File: config.mk
export PLATFORM = sky130hd
export DESIGN_NAME = multiboot_icap_seq
export DESIGN_NICKNAME = d
export VERILOG_FILES = /design/src/rtl/multiboot_icap_seq.sv
export SDC_FILE = /design/constraint.sdc
export NUM_CORES = 1
export LEC_CHECK = 0
export CELL_PAD_IN_SITES_DETAIL_PLACEMENT = 1
export CELL_PAD_IN_SITES_GLOBAL_PLACEMENT = 1
export CORE_ASPECT_RATIO = 1.5
export CORE_MARGIN = 5
export CORE_UTILIZATION = 41
export CTS_BUF_LIST = sky130_fd_sc_hd__clkbuf_8 sky130_fd_sc_hd__clkbuf_16
export CTS_CLUSTER_DIAMETER = 150
export DETAILED_ROUTE_END_ITERATION = 7
export PLACE_DENSITY = 0.85
export SYNTH_ARGS = -nofsm -noshare
export SYNTH_HDL_FRONTEND = slang
export SYNTH_SLANG_ARGS = --single-unit
File: constraint.sdc
create_clock -name CLK -period 2.2 [get_ports CLK]
set_input_delay 0.66 -clock CLK [delete_from_list [all_inputs] [get_ports CLK]]
set_output_delay 0.66 -clock CLK [all_outputs]
set_load 0.1 [all_outputs]
File: src/rtl/multiboot_icap_seq.sv
// Spartan-6 multiboot sequencer: streams the ICAP warm-boot command list with run-time
// target address, 1x/4x SPI read mode, a filtered REBOOT pin and busy/done status.
module multiboot_icap_seq #(
    parameter logic [23:0] DEFAULT_ADDR = 24'h098000,
    parameter logic        DEFAULT_QUAD = 1'b0,
    parameter int unsigned SYNC_STAGES  = 2,
    parameter int unsigned FILTER_LEN   = 3,
    parameter int unsigned NOOP_COUNT   = 4
) (
    input  logic        CLK,
    input  logic        MBT_RESET,
    input  logic        REBOOT,
    input  logic        boot_req,
    input  logic [23:0] addr_in,
    input  logic        quad_in,
    input  logic        cfg_we,
    output logic        busy,
    output logic        done,
    output logic        icap_ce,
    output logic        icap_wr,
    output logic [15:0] icap_i
);

    localparam logic [2:0] StIdle = 3'd0;
    localparam logic [2:0] StSync = 3'd1;
    localparam logic [2:0] StHdr  = 3'd2;
    localparam logic [2:0] StMode = 3'd3;
    localparam logic [2:0] StCmd  = 3'd4;
    localparam logic [2:0] StNoop = 3'd5;

    localparam logic [3:0] NoopCnt = 4'(NOOP_COUNT);
    localparam logic [FILTER_LEN:0] FirePattern = {1'b1, {FILTER_LEN{1'b0}}};

    function automatic logic [7:0] bitrev8(input logic [7:0] b);
        logic [7:0] r;
        for (int i = 0; i < 8; i++) begin
            r[i] = b[7-i];
        end
        return r;
    endfunction

    logic [SYNC_STAGES-1:0] sync_q;
    logic [FILTER_LEN:0]    hist_q;
    logic [2:0]             state_q, state_d;
    logic [3:0]             cnt_q, cnt_d;
    logic [23:0]            addr_q, addr_d, snap_addr_q, snap_addr_d;
    logic                   quad_q, quad_d, snap_quad_q, snap_quad_d;
    logic                   fin_q, fin_d;
    logic                   busy_q, busy_d, done_q;
    logic                   ce_q, wr_q, ce_d;
    logic [15:0]            data_q, data_d;
    logic                   pin_fire, trig;
    logic [15:0]            word;
    logic [7:0]             op;

    // A falling edge counts only once the pin has stayed low for FILTER_LEN samples.
    assign pin_fire = (hist_q == FirePattern);
    assign trig     = boot_req | pin_fire;

    assign addr_d = cfg_we ? addr_in : addr_q;
    assign quad_d = cfg_we ? quad_in : quad_q;
    assign op     = snap_quad_q ? 8'h6B : 8'h03;

    always_comb begin
        word = 16'hFFFF;
        case (state_q)
            StSync: word = cnt_q[0] ? 16'h5566 : 16'hAA99;
            StHdr: begin
                case (cnt_q[2:0])
                    3'd0:    word = 16'h30A1;
                    3'd1:    word = 16'h0000;
                    3'd2:    word = 16'h3261;
                    3'd3:    word = snap_addr_q[15:0];
                    3'd4:    word = 16'h3281;
                    default: word = {op, snap_addr_q[23:16]};
                endcase
            end
            StMode:  word = cnt_q[0] ? 16'h2100 : 16'h3301;
            StCmd:   word = cnt_q[0] ? 16'h000E : 16'h30A1;
            StNoop:  word = 16'h2000;
            default: word = 16'hFFFF;
        endcase
    end

    always_comb begin
        state_d     = state_q;
        cnt_d       = cnt_q;
        snap_addr_d = snap_addr_q;
        snap_quad_d = snap_quad_q;
        fin_d       = 1'b0;
        case (state_q)
            StIdle: begin
                if (trig) begin
                    state_d     = StSync;
                    cnt_d       = 4'd0;
                    snap_addr_d = addr_d;
                    snap_quad_d = quad_d;
                end
            end
            StSync: begin
                if (cnt_q == 4'd1) begin
                    state_d = StHdr;
                    cnt_d   = 4'd0;
                end else begin
                    cnt_d = cnt_q + 4'd1;
                end
            end
            StHdr: begin
                if (cnt_q == 4'd5) begin
                    state_d = snap_quad_q ? StMode : StCmd;
                    cnt_d   = 4'd0;
                end else begin
                    cnt_d = cnt_q + 4'd1;
                end
            end
            StMode: begin
                if (cnt_q == 4'd1) begin
                    state_d = StCmd;
                    cnt_d   = 4'd0;
                end else begin
                    cnt_d = cnt_q + 4'd1;
                end
            end
            StCmd: begin
                if (cnt_q == 4'd1) begin
                    state_d = StNoop;
                    cnt_d   = NoopCnt;
                end else begin
                    cnt_d = cnt_q + 4'd1;
                end
            end
            StNoop: begin
                if (cnt_q == 4'd1) begin
                    state_d = StIdle;
                    cnt_d   = 4'd0;
                    fin_d   = 1'b1;
                end else begin
                    cnt_d = cnt_q - 4'd1;
                end
            end
            default: begin
                state_d = StIdle;
                cnt_d   = 4'd0;
            end
        endcase
    end

    // Outputs reflect the word selected by the current state, one edge later.
    assign busy_d = (state_q != StIdle);
    assign ce_d   = ~busy_d;
    assign data_d = busy_d ? {bitrev8(word[15:8]), bitrev8(word[7:0])} : 16'hFFFF;

    always_ff @(posedge CLK) begin
        if (MBT_RESET) begin
            sync_q      <= '0;
            hist_q      <= '0;
            state_q     <= StIdle;
            cnt_q       <= 4'd0;
            addr_q      <= DEFAULT_ADDR;
            quad_q      <= DEFAULT_QUAD;
            snap_addr_q <= DEFAULT_ADDR;
            snap_quad_q <= DEFAULT_QUAD;
            fin_q       <= 1'b0;
            busy_q      <= 1'b0;
            done_q      <= 1'b0;
            ce_q        <= 1'b1;
            wr_q        <= 1'b1;
            data_q      <= 16'hFFFF;
        end else begin
            sync_q      <= {sync_q[SYNC_STAGES-2:0], REBOOT};
            hist_q      <= {hist_q[FILTER_LEN-1:0], sync_q[SYNC_STAGES-1]};
            state_q     <= state_d;
            cnt_q       <= cnt_d;
            addr_q      <= addr_d;
            quad_q      <= quad_d;
            snap_addr_q <= snap_addr_d;
            snap_quad_q <= snap_quad_d;
            fin_q       <= fin_d;
            busy_q      <= busy_d;
            done_q      <= fin_q;
            ce_q        <= ce_d;
            wr_q        <= ce_d;
            data_q      <= data_d;
        end
    end

    assign busy    = busy_q;
    assign done    = done_q;
    assign icap_ce = ce_q;
    assign icap_wr = wr_q;
    assign icap_i  = data_q;

endmodule

# Yosys cells after proc, flatten, opt, wreduce, memory -nomap -nowiden
# Cells that the tools add are included.
totals:
  register_bits: 83
  in_bits: 30
  out_inout_bits: 20
  elab_cells: 67
classes:
  addsub: 2
  eq_ne: 18
  mux: 23
  bitwise_logic: 3
  reduce_logical: 8
op_table:
  columns: ["operator", "n"]
  rows:
  - ["$pmux W16 S5", 2]
  - ["$mux W24", 1]
  - ["$mux W3", 7]
  - ["$mux W4", 5]
  - ["$pmux W4 S5", 1]
  - ["$pmux W3 S6", 1]
  - ["$mux W16", 1]
  - ["$mux W14", 1]
  - ["$mux W13", 1]
  - ["$eq A3 B2 Y1 const B", 4]
  - ["$ne A2 B2 Y1 const B", 6]
  - ["$eq A3 B3 Y1 const B", 3]
  - ["$mux W7", 1]
  - ["$eq A3 B1 Y1 const B", 2]
  - ["$logic_not A3 Y1", 2]
  - ["$reduce_and A6 Y1", 1]
  - ["$reduce_or A2 Y1", 3]
  - ["$add A4 B1 Y4 const B", 1]
  - ["$eq A4 B1 Y1 const B", 1]
  - ["$eq A4 B3 Y1 const B", 1]
  - ["$eq A4 B4 Y1 const B", 1]
  - ["$sub A4 B1 Y4 const B", 1]
  - ["$reduce_bool A3 Y1", 1]
  - ["$mux W1", 2]
  - ["other kinds (3)", 4]

# Longest topological paths before layout
logic_depth:
  word_depth: 4
  ltp_mapped: 8
  depth_no_buf: 7

# Least setup slack after synthesis
# Ideal clock, no wire load.
synth_timing:
  kind: "register to output"
  from: "register wr_q (netlist: icap_wr)"
  to: "output port icap_wr"
  arrival_time_ns: 1.356
  t_required_ns: 1.540
  setup_slack_ns: 0.184
  path_stages_with_launch: 2
  path_buffers: 1
  path_cell_list: "dfxtp_1 > buf_4"
synth_rtl:
  columns: ["element", "line_no", "text"]
  rows:
  - ["from (decl)", "50", "logic ce_q, wr_q, ce_d;"]
  - ["from (signal assigned)", "167", "wr_q <= 1'b1;"]
  - ["from (signal assigned)", "182", "wr_q <= ce_d;"]
  - ["to (decl)", "20", "output logic icap_wr,"]
# No word-level cell between the ends.

# Worst setup path after layout
layout_timing:
  from: "register cnt_q[0]"
  to: "register data_q[5] (netlist: icap_i[5])"
layout_via:
  elab_chain_len: 3
  word_cells_on_any_way: 9
  cone_classes: "eq/ne: 4; mux: 4; reduce/logical: 1"
layout_rtl:
  columns: ["element", "line_no", "text"]
  rows:
  - ["from (decl)", "45", "logic [3:0] cnt_q, cnt_d;"]
  - ["from (signal assigned)", "173", "cnt_q <= cnt_d;"]
  - ["$eq A3 B3 Y1 (tied with other cells)", "69", "case (cnt_q[2:0])"]
  - ["$pmux W16 S5", "69", null]
  - ["$pmux W16 S5 (*)", "66", "case (state_q)"]
  - ["to (signal assigned)", "183", "data_q <= data_d;"]
  - ["to (decl)", "51", "logic [15:0] data_q, data_d;"]
# Every way passes the cells marked *; elsewhere a longest branch is shown, timed or not.
# A chain may end at the register's enable or synchronous reset.

==> flow_metrics.env <==
export IMPL_async_flop_share_pct=0
export IMPL_antennaDiodeCount=0
export IMPL_io_pins=50
export IMPL_crit_slowest_cell="dfxtp_1"
export IMPL_numClockSinks=83
export IMPL_grt_util_met2_pct=37.2
export IMPL_nFillCells=970
export IMPL_finalPower_mw=3.55
export IMPL_cp_common_cell="nor2_1"
export IMPL_die_h_um=123
export IMPL_io_buffers=49
export IMPL_drtPass1Iterations=4
export IMPL_p_leak_nw=1.74
export IMPL_numCtsBuffers=9
export IMPL_drt_iter0_markers=173
export IMPL_drc=0
export IMPL_grt_pass1_vias=3158
export IMPL_slowest_delay_ns=0.44
export IMPL_cts_resized=0
export IMPL_yosys_area_top_type="dfxtp_1"
export IMPL_cts_tree="yes"
export IMPL_use_met1_pct=20.7
export IMPL_clock_path_buffers=2
export IMPL_worstHoldStart="sync_q[1]"
export IMPL_worst_pin_slew_ns=0.870
export IMPL_ys_warn_count=0
export IMPL_cp_num_buf_inv=2
export IMPL_ant_nets=0
export IMPL_reg2reg_slack_ns=0.08
export IMPL_clockRootBuffer="clkbuf_16"
export IMPL_period_minus_slack_ns=2.12
export IMPL_synthToLayoutAreaGrowth_pct=26.9
export IMPL_grt_pass1_wl_um=16000
export IMPL_rows=41
export IMPL_grt_busiest_layer="met2"
export IMPL_synth_area_leaders="dfxtp_1, mux2i_1, nor2_1"
export IMPL_ys_ff_latch=83
export IMPL_hold_class="register to register"
export IMPL_dieArea_mm2=0.0105
export IMPL_relSlewSlack_pct=41.9
export IMPL_r2r_end="icap_i[5]"
export IMPL_clk_pin_slew_ns=0.06
export IMPL_startpoint_type="register"
export IMPL_report_final_hold_viol_count=0
export IMPL_grt_overflow=0
export IMPL_synth_flop_cell="dfxtp_1"
export IMPL_syn_inst=373
export IMPL_htree_levels=3
export IMPL_synth_cell_type_count=48
export IMPL_rr_startpoint="cnt_q[0]"
export IMPL_syn_num_nets=410
export IMPL_grt_antenna_before_repair=0
export IMPL_drv_slew=0
export IMPL_layout_common_cells="dfxtp_1, nor2_1, buf_4"
export IMPL_worst_ep_required_time_ns=2.43
export IMPL_yosysTopAreaCellShare_pct=47.7
export IMPL_outcome="finished clean"
export IMPL_synth_edf_count=0
export IMPL_critPathCaptureType="register"
export IMPL_critical_path_cell_chain="inv_1 -> ha_1 -> nor2_1 -> nor2_1 -> nor3_2 -> buf_4 -> a22oi_1 -> o21ai_0"
export IMPL_max_cap_violations=0
export IMPL_finClkSkew_ns=0.00476
export IMPL_post_dp_cell_area_mm2=0.00412
export IMPL_fmax_mhz=471
export IMPL_power_density_mw_per_mm2=803
export IMPL_clk_latency_ns=0.35
export IMPL_initial_core_util_pct=41.7
export IMPL_final_area_mm2=0.00442
export IMPL_grt_start_max_net_pins=45
export IMPL_grt_util_met3_pct=4.00
export IMPL_ys_seq_area_share_pct=47.7
export IMPL_ctsHoldBuffers=0
export IMPL_rr_worst_depth=8
export IMPL_routed_wl_um=10000
export IMPL_min_path_cells=1
export IMPL_final_common_cell="dfxtp_1"
export IMPL_cp_depth=8
export IMPL_grt_usage_pct=19.9
export IMPL_synthesis_area_mm2=0.00348
export IMPL_crit_arrival_ns=2.35
export IMPL_num_vias=2998
export IMPL_setup_viol=0
export IMPL_period_share_pct=96.5
export IMPL_crit_type="register to register"
export IMPL_die_w_um=85.3
export IMPL_final_nets=470
export IMPL_cts_setup_buffers=0
export IMPL_rsz0062_at_grt="false"
export IMPL_worstPathMaxFanout=6
export IMPL_routed_via_density=5.50
export IMPL_core_mm2=0.00836
export IMPL_dpl_hpwl_um=7220
export IMPL_layout_drive_gt1_share_pct=18.5
export IMPL_holdPathEnd="hist_q[0]"
export IMPL_vdd_ir_drop_max_v=0.000434
export IMPL_syn_avg_cell_area_um2=9.34
export IMPL_gp_congestion=0.908
export IMPL_critical_path_top_delay_family="simple AND/OR/NAND/NOR gates"
export IMPL_wl_per_cell_um=18.4
[where the power goes]
| group | switching (mW) | internal, mW |
|---|---|---|
| registers | 0.0505 | 1.59 |
| logic | 0.291 | 0.176 |
| clock network | 0.654 | 0.783 |
[layer usage]
metal / up-vias / part of all wire [%]
li1: 1452 / -
met1: 1463 / 38
met2: 59 / 55
met3: 24 / 3.3
met4: 0 / 3.5
met5: - / 0
[worst max path at each step]
stage	startpoint	end
detailed placement	boot_req	snap_addr_q[10]
global placement	boot_req	snap_addr_q[1]
finish	cnt_q[0]	icap_i[5]
floorplan	icap_wr	icap_wr
global route	cnt_q[0]	icap_i[5]
CTS	cnt_q[0]	icap_i[7]
[synthesized netlist by cell type (2+ instances only)]
cell type  count
o22ai_1        2
nand2_1       15
nand3_1       14
or2_2          4
o221ai_1       3
nor3_2         2
a211oi_1      25
nor2_1        60
a22o_1         2
nor4_1         2
mux2i_1       25
buf_2          9
a22oi_1        6
a21oi_1       13
ha_1           7
buf_1          2
a21oi_2        2
a31oi_1        3
o21ai_0       14
buf_4          5
inv_1          6
dfxtp_1       83
nand2b_1       6
nor3_1        10
or3_1          4
a2bb2oi_1      3
clkbuf_1      10
o211ai_1       4
and2b_4        2
nor2b_1        9
a211o_1        3
a32oi_1        2
[cells by family after synthesis]
logic type      after synthesis  synth area share, %
xor+xnor                      1                0.251
mux                          25                 7.18
simple gates                136                 20.1
fa+ha+maj                     7                 2.51
buf+inv                      33                 4.63
compound gates               88                 17.6
flops                        83                 47.7
[metrics by stage]
stage	util, %	instances	setup TNS, ns	hold WS [ns]	setup slack, ns
3_3_place_gp	49.3	528	-1.88	0.428	-0.0974
4_1_cts	52.7	544	0	0.451	0.0592
3_5_place_dp	49.3	528	-3.71	0.431	-0.228
2_1_floorplan	-	373	0	0.414	0.184
6_report	52.9	545	0	0.442	0.0772
5_1_grt	52.9	545	0	0.474	0.0344
[sequential cells by signal (all words and copies together), names as in the netlist]
register	flops
icap_i	16
state_q	3
quad_q	1
icap_wr	1
snap_addr_q	24
fin_q	1
done	1
busy	1
snap_quad_q	1
hist_q	4
sync_q	2
cnt_q	4
addr_q	24
[layout make-up]
class / instances / area, um2 / share of cell area [%]
well taps: 107 / 134 / 3.03
clock inverters: 7 / 60.1 / 1.36
multi-input cells: 258 / 1670 / 37.9
inverters: 6 / 22.5 / 0.510
repair buffers: 75 / 643 / 14.6
clock buffers: 9 / 225 / 5.10
flip-flops and latches: 83 / 1660 / 37.6
No activity file was read; power rests on OpenSTA's default activity.
